<file path="src/rtl/asu_ddr5_read_dqs_detect.sv">
`default_nettype none
// ============================================================================
// Module      : asu_ddr5_read_dqs_detect
// Description : DDR5 read DQS preamble hunter, burst framer, postamble checker
// Revision    : 1.0 - initial release
// ============================================================================
module asu_ddr5_read_dqs_detect (
    input  logic       clk_i,
    input  logic       rst_i,
    input  logic       rd_en_i,
    input  logic [1:0] dqs_bits_i,
    input  logic [7:0] pre_pattern_i,
    input  logic [1:0] pre_len_i,
    input  logic [1:0] post_pattern_i,
    input  logic       burst_chop_i,
    input  logic [7:0] timeout_i,
    output logic       data_valid_o,
    output logic       burst_start_o,
    output logic       burst_done_o,
    output logic       interamble_o,
    output logic       postamble_err_o,
    output logic       timeout_err_o,
    output logic [7:0] burst_cnt_o
);

    typedef enum logic [1:0] {
        S_IDLE = 2'd0,
        S_HUNT = 2'd1,
        S_DATA = 2'd2,
        S_POST = 2'd3
    } state_t;

    state_t     state;
    // Only the three previous pairs can ever reach a 4-cycle preamble compare.
    logic [5:0] window;
    logic [1:0] fill;
    logic [7:0] tcnt;
    logic [2:0] dcnt;

    logic [7:0] nxt_win;
    logic [7:0] pre_mask;
    logic       match;
    logic       tmo_hit;
    logic [2:0] dlen;

    always_comb begin
        nxt_win = {window, dqs_bits_i};
        case (pre_len_i)
            2'd0:    pre_mask = 8'h03;
            2'd1:    pre_mask = 8'h0F;
            2'd2:    pre_mask = 8'h3F;
            default: pre_mask = 8'hFF;
        endcase
        match   = (fill >= pre_len_i) &&
                  ((nxt_win & pre_mask) == (pre_pattern_i & pre_mask));
        tmo_hit = (timeout_i != 8'd0) &&
                  (({1'b0, tcnt} + 9'd1) == {1'b0, timeout_i});
        dlen    = burst_chop_i ? 3'd3 : 3'd7;
    end

    always_ff @(posedge clk_i or negedge rst_i) begin
        if (!rst_i) begin
            state           <= S_IDLE;
            window          <= 6'd0;
            fill            <= 2'd0;
            tcnt            <= 8'd0;
            dcnt            <= 3'd0;
            data_valid_o    <= 1'b0;
            burst_start_o   <= 1'b0;
            burst_done_o    <= 1'b0;
            interamble_o    <= 1'b0;
            postamble_err_o <= 1'b0;
            timeout_err_o   <= 1'b0;
            burst_cnt_o     <= 8'd0;
        end else begin
            data_valid_o    <= 1'b0;
            burst_start_o   <= 1'b0;
            burst_done_o    <= 1'b0;
            interamble_o    <= 1'b0;
            postamble_err_o <= 1'b0;
            timeout_err_o   <= 1'b0;

            if (state != S_IDLE) begin
                window <= nxt_win[5:0];
                if (fill != 2'd3) begin
                    fill <= fill + 2'd1;
                end
            end

            case (state)
                S_IDLE: begin
                    window <= 6'd0;
                    fill   <= 2'd0;
                    tcnt   <= 8'd0;
                    if (rd_en_i) begin
                        state <= S_HUNT;
                    end
                end
                S_HUNT: begin
                    if (match) begin
                        state         <= S_DATA;
                        dcnt          <= dlen;
                        data_valid_o  <= 1'b1;
                        burst_start_o <= 1'b1;
                        burst_cnt_o   <= burst_cnt_o + 8'd1;
                    end else if (!rd_en_i) begin
                        state <= S_IDLE;
                    end else if (tmo_hit) begin
                        timeout_err_o <= 1'b1;
                        state         <= S_IDLE;
                    end else begin
                        tcnt <= tcnt + 8'd1;
                    end
                end
                S_DATA: begin
                    data_valid_o <= 1'b1;
                    dcnt         <= dcnt - 3'd1;
                    // Leaving on the last data cycle puts POST on the postamble slot.
                    if (dcnt == 3'd1) begin
                        burst_done_o <= 1'b1;
                        state        <= S_POST;
                    end
                end
                S_POST: begin
                    if (match) begin
                        state         <= S_DATA;
                        dcnt          <= dlen;
                        data_valid_o  <= 1'b1;
                        burst_start_o <= 1'b1;
                        interamble_o  <= 1'b1;
                        burst_cnt_o   <= burst_cnt_o + 8'd1;
                    end else begin
                        postamble_err_o <= (dqs_bits_i != post_pattern_i);
                        if (rd_en_i) begin
                            state <= S_HUNT;
                            tcnt  <= 8'd0;
                        end else begin
                            state <= S_IDLE;
                        end
                    end
                end
                default: state <= S_IDLE;
            endcase
        end
    end

endmodule
`default_nettype wire

</file>
<file path="config.mk">
export PLATFORM = sky130hd
export DESIGN_NAME = asu_ddr5_read_dqs_detect
export DESIGN_NICKNAME = d
export VERILOG_FILES = /design/src/rtl/asu_ddr5_read_dqs_detect.sv
export SDC_FILE = /design/constraint.sdc
export NUM_CORES = 1
export LEC_CHECK = 0
export BUFFER_PORTS_ARGS = -buffer_cell sky130_fd_sc_hd__buf_2
export CORE_ASPECT_RATIO = 1.2
export CORE_MARGIN = 1.5
export CORE_UTILIZATION = 55
export DETAILED_ROUTE_END_ITERATION = 10
export GPL_TIMING_DRIVEN = 0
export PLACE_DENSITY = 0.79
export SLEW_MARGIN = 10
export SYNTH_ARGS = -nofsm -noshare
export SYNTH_HDL_FRONTEND = slang
export SYNTH_SLANG_ARGS = --single-unit
</file>
<file path="constraint.sdc">
create_clock -name clk_i -period 3.4 [get_ports clk_i]
set_input_delay 0.34 -clock clk_i [delete_from_list [all_inputs] [get_ports clk_i]]
set_output_delay 0.34 -clock clk_i [all_outputs]
set_load 0.01 [all_outputs]
</file>
# Word-level counts from Yosys, hierarchy flattened
# Cells that the tools add are included.
# word_totals
ff_bits	35
inputBits	26
output_inout_bits	14
elab_cells	90
# classes
add_sub_neg	5
order_cmp	1
eq_ne	19
n_mux	35
bitwise_logic	2
reduce_logical	16
# ops
op	count
$pmux W8 S3	2
$mux W8	5
$mux W2	9
$add A8 B1 Y8 const B	2
$and A8 B8 Y8	2
$ne A2 B2 Y1 const B	8
$mux W1	12
$mux W6	2
$add A8 B1 Y9 const B	1
$eq A9 B8 Y1	1
$eq A8 B8 Y1	1
$pmux W2 S4	1
$reduce_bool A2 Y1	4
$reduce_bool A8 Y1	1
$eq A2 B2 Y1 const B	3
$mux W3	2
$pmux W3 S2	1
$reduce_and A2 Y1	3
$reduce_and A6 Y1	1
$eq A2 B1 Y1 const B	2
$logic_not A2 Y1	2
$ne A4 B4 Y1 const B	1
$eq A3 B1 Y1 const B	1
$reduce_and A3 Y1	1
other kinds (9)	10

# Depth between registers and ports, before layout
# depth
word_depth	7
mapped_depth	9

# Least setup slack after synthesis
# Ideal clock, no wire load.
# synth_path
kind	reg-to-reg
from	reg tcnt[0]
to	reg tcnt[0]
setup_ns	0.126
t_arrival_ns	2.277
required_time_ns	3.274
slack_ns	0.996
path_stages_with_launch	10
n_path_buf	1
synth_period_minus_slack_ns	2.404
path_cell_list	dfrtp_1 -> ha_1 -> and3_4 -> nor3_1 -> a31oi_1 -> a2111o_1 -> or2_1 -> buf_6 -> and4b_1 -> a311o_1
# synth_between
elab_chain_cells	5
word_cells_on_any_way	10
# synth_lines
item	line	source
from (decl)	37	logic [7:0] tcnt;
from (signal assigned)	112	tcnt <= tcnt + 8'd1;
$add A8 B1 Y9 / $add A8 B1 Y8 (equally long branches)	57, 112	
$eq A9 B8 Y1 / $mux W8 (equally long branches)	57, 108	
$logic_and A1 B1 Y1 / $mux W8 (equally long branches)	56, 106	
$ne A2 B2 Y1 (no source line) / $mux W8 (equally long branches)	-	
$reduce_and A6 Y1 (no source line) / $pmux W8 S3 (equally long branches)	-	
# Parallel ways exist; a longest one is shown, timed or not. The select of a mux whose other input is x is not followed.
# A chain may end at the register's enable or synchronous reset.

# Worst setup path after layout
# layout_path
from	reg tcnt[0]
to	reg state[1]
# layout_between
elab_chain_cells	5
# layout_lines
item	line	source
$add A8 B1 Y9	57	(({1'b0, tcnt} + 9'd1) == {1'b0, timeout_i});
$eq A9 B8 Y1	57	
$logic_and A1 B1 Y1	56	tmo_hit = (timeout_i != 8'd0) &&
$ne A4 B4 Y1 (no source line)	-	
$reduce_and A3 Y1 (no source line)	-	
to (signal assigned)	63	state <= S_IDLE;
to (signal assigned)	96	state <= S_HUNT;
to (signal assigned)	101	state <= S_DATA;
to (decl)	33	state_t state;
# No other way between the ends.

==> flow_summary.ini <==
[grt]
grt_pass1_wl_um = 7170
grt_max_degree = 36
track_usage = 0.216
grt_pass1_vias = 1698
grt_overflow = 0
antenna_found_initial = 0

[timing]
rsz0062_at_grt = no
finClkSkew_ns = 0.00726
setup_tns_ns = 0
min_period_ns = 2.67
tightest_slew_ns = 0.750
period_share = 0.784
setup_viol = 0
hold_viol = 0
slew_headroom = 0.500
drv_slew = 0
timing.fmax_mhz = 375

[yosys]
avgSynthCellArea_um2 = 9.84
yosysWarnings = 0
synth.distinct_cells = 52
synth_enable_flop_cells = 0
synthFlopType = dfrtp_1
syn-num-nets = 255
ys_async_sr_fraction = 1.00
syn-cell-area_um2 = 2140
ys_seq_area_frac = 0.408
ys_ff_latch = 35
syn_inst = 218

[route]
ant_nets = 0
drt-pass1-iter-count = 4
viasPerCell = 5.52
totalWireLength_um = 4140
wl_per_cell_um = 13.1
dr.first_iter.drc_count = 72
vias = 1750
drc = 0

[layout]
multiInputGateArea_um2 = 1170
final_common_cell = buf_2
layout_common_cells = buf_2 (42), dfrtp_1 (35), o21ai_0 (15), nand3_1 (15), xnor2_1 (14)
fin_nets = 301
fillers = 317
n_antenna_cell = 0
postLayoutCellArea_um2 = 2490
syn2layout_area_growth_pct = 15.9
regArea_um2 = 876
drive_gt1_frac = 0.226

[clock_network]
clockBufferDepth = 2
clock_sinks = 35
path_clk_slew_ns = 0.07
cts_buffers = 5
cts_tree = done
cts_hold_buf = 0
clock_latency_ns = 0.28
cts_setup_buffers = 0
cts_resized = 0
htree_levels = 2
cts_root_buf = clkbuf_8

[run_status]
status = finished, final reports clean

[power_and_ir_drop]
power_frac_clock = 0.198
vdd.ir_drop.worst_mv = 0.298
internal_power_uw = 882
switching_share = 0.375
power_switching_uw = 529
share_comb_of_total_power = 0.384
pwr_density_cell_nw_per_um2 = 568
seq_power_share = 0.418
power_leakage_uw = 0.00117

[placed_design]
dp_hpwl_um = 3180
post_dp_cell_area_um2 = 2400
routabilityCongestion = 0.861
placement.io_buffers = 39

[floorplanning]
fp-row-count = 24
die-area_um2 = 4280
die_y_um = 71.4
start_util = 0.581
die_x_um = 60
pin_count = 40
core_um2 = 3690

[critical_path]
criticalPathCategory = reg2reg
crit_path_start_kind = register
required_ns = 3.57
cp.arrival_ns = 2.84
cp_max_fo = 10
endpoint_kind = register

[job]
drv_cap = 0

[min_path]
min_path_type = in2async
-- per-stage QoR --
step	setup slack, ns	instances	total power (uW)	util	hold slack (ns)
CTS	0.737	317	1430	0.673	0.153
floorplan	0.996	218	990	-	0.0444
finish	0.733	317	1410	0.673	0.123
global placement	0.772	309	1130	0.651	0.451
global route	0.537	317	1530	0.673	0.187
detailed placement	0.754	309	1140	0.651	0.457
-- worst max-delay path: stages (launching register included) --
cell	delay [ns]
dfrtp_1	0.49
ha_1	0.28
and3_4	0.25
nand3_4	0.10
xnor2_1	0.14
a2111o_1	0.46
nor2_2	0.34
o221ai_1	0.20
mux2_2	0.29
-- cells by family (layout without fill, tap and decap cells) --
logic type	after synthesis	after routing	share of synthesized area
AO/OA/AOI/OAI	42	42	0.132
XOR/XNOR	25	25	0.102
adder cells (fa/ha/maj)	11	11	0.0642
buffers and inverters	21	68	0.0455
flip-flops	35	35	0.408
multiplexers	4	4	0.0198
AND/OR/NAND/NOR	80	80	0.228
-- power by group through the flow --
stage | sequential (uW) | combinational (uW) | clock (uW)
after detailed placement | 596 | 548 | 0
after CTS | 589 | 549 | 288
after floorplan | 585 | 405 | 0
after global placement | 594 | 536 | 0
after global routing | 605 | 619 | 309
final | 590 | 542 | 280
-- layout make-up --
cell class	instances	share of cell area
inverter	13	0.0196
multi-input combinational	162	0.471
timing repair buffer	39	0.0785
tap	52	0.0262
buffer	8	0.0196
clock inverter	1	0.00201
clock buffer	7	0.0307
sequential	35	0.352
-- layer usage --
metal | up-vias | global-route usage | routed length (um)
met5 | - | 0 | 0
met4 | 0 | 0.101 | 122
met3 | 10 | 0.0325 | 124
met2 | 53 | 0.368 | 2050
met1 | 812 | 0.261 | 1850
li1 | 875 | - | -
-- flip-flops by register name, summed over array words and instances (netlist names) --
signal           flops
burst_start_o        1
window               6
state                2
fill                 2
tcnt                 8
data_valid_o         1
burst_done_o         1
timeout_err_o        1
dcnt                 3
interamble_o         1
postamble_err_o      1
burst_cnt_o          8
-- synthesized netlist by cell type (2+ instances only) --
master    instances  area, um^2
mux2_2            2        22.5
nor2_1           10        37.5
o311ai_0          2        17.5
nor3b_1           3        22.5
inv_1            13        48.8
nor4b_1           2        17.5
buf_2             3        15.0
o211ai_1          6        45.0
nor4_1            2        12.5
a31oi_1           2        12.5
o21ai_0          15        75.1
nor2_2            2        12.5
nand2b_1          2        12.5
nand3_1          15        75.1
buf_4             2        15.0
nand3b_1          2        15.0
nand4_1          10        62.6
mux2i_1           2        20.0
a21oi_1           4        20.0
xor2_1           11        96.3
nor3_1            3        15.0
clkbuf_1          2        7.51
nor2b_1          12        75.1
dfrtp_1          35         876
xnor2_1          14         123
ha_1             11         138
nand2_1           6        22.5
-- path summary, 6_finish.rpt --
check                                           start                    endpoint  slack (ns)  cells past startpoint
setup / recovery                  tcnt[0]$_DFFE_PN0P_        state[1]$_DFFE_PN0P_        0.73                      8
hold / removal                                  rst_i         window[0]$_DFF_PN0_        0.12                      1
setup reg to reg                  tcnt[0]$_DFFE_PN0P_        state[1]$_DFFE_PN0P_        0.73                      8
hold reg to reg            burst_cnt_o[7]$_DFFE_PN0P_  burst_cnt_o[7]$_DFFE_PN0P_        0.47                      1
max in group asynchronous                       rst_i      data_valid_o$_DFF_PN0_        2.80                      1
min in group clk_i                      dqs_bits_i[0]         window[0]$_DFF_PN0_        0.33                      2
(Power assumes the default switching activity.)
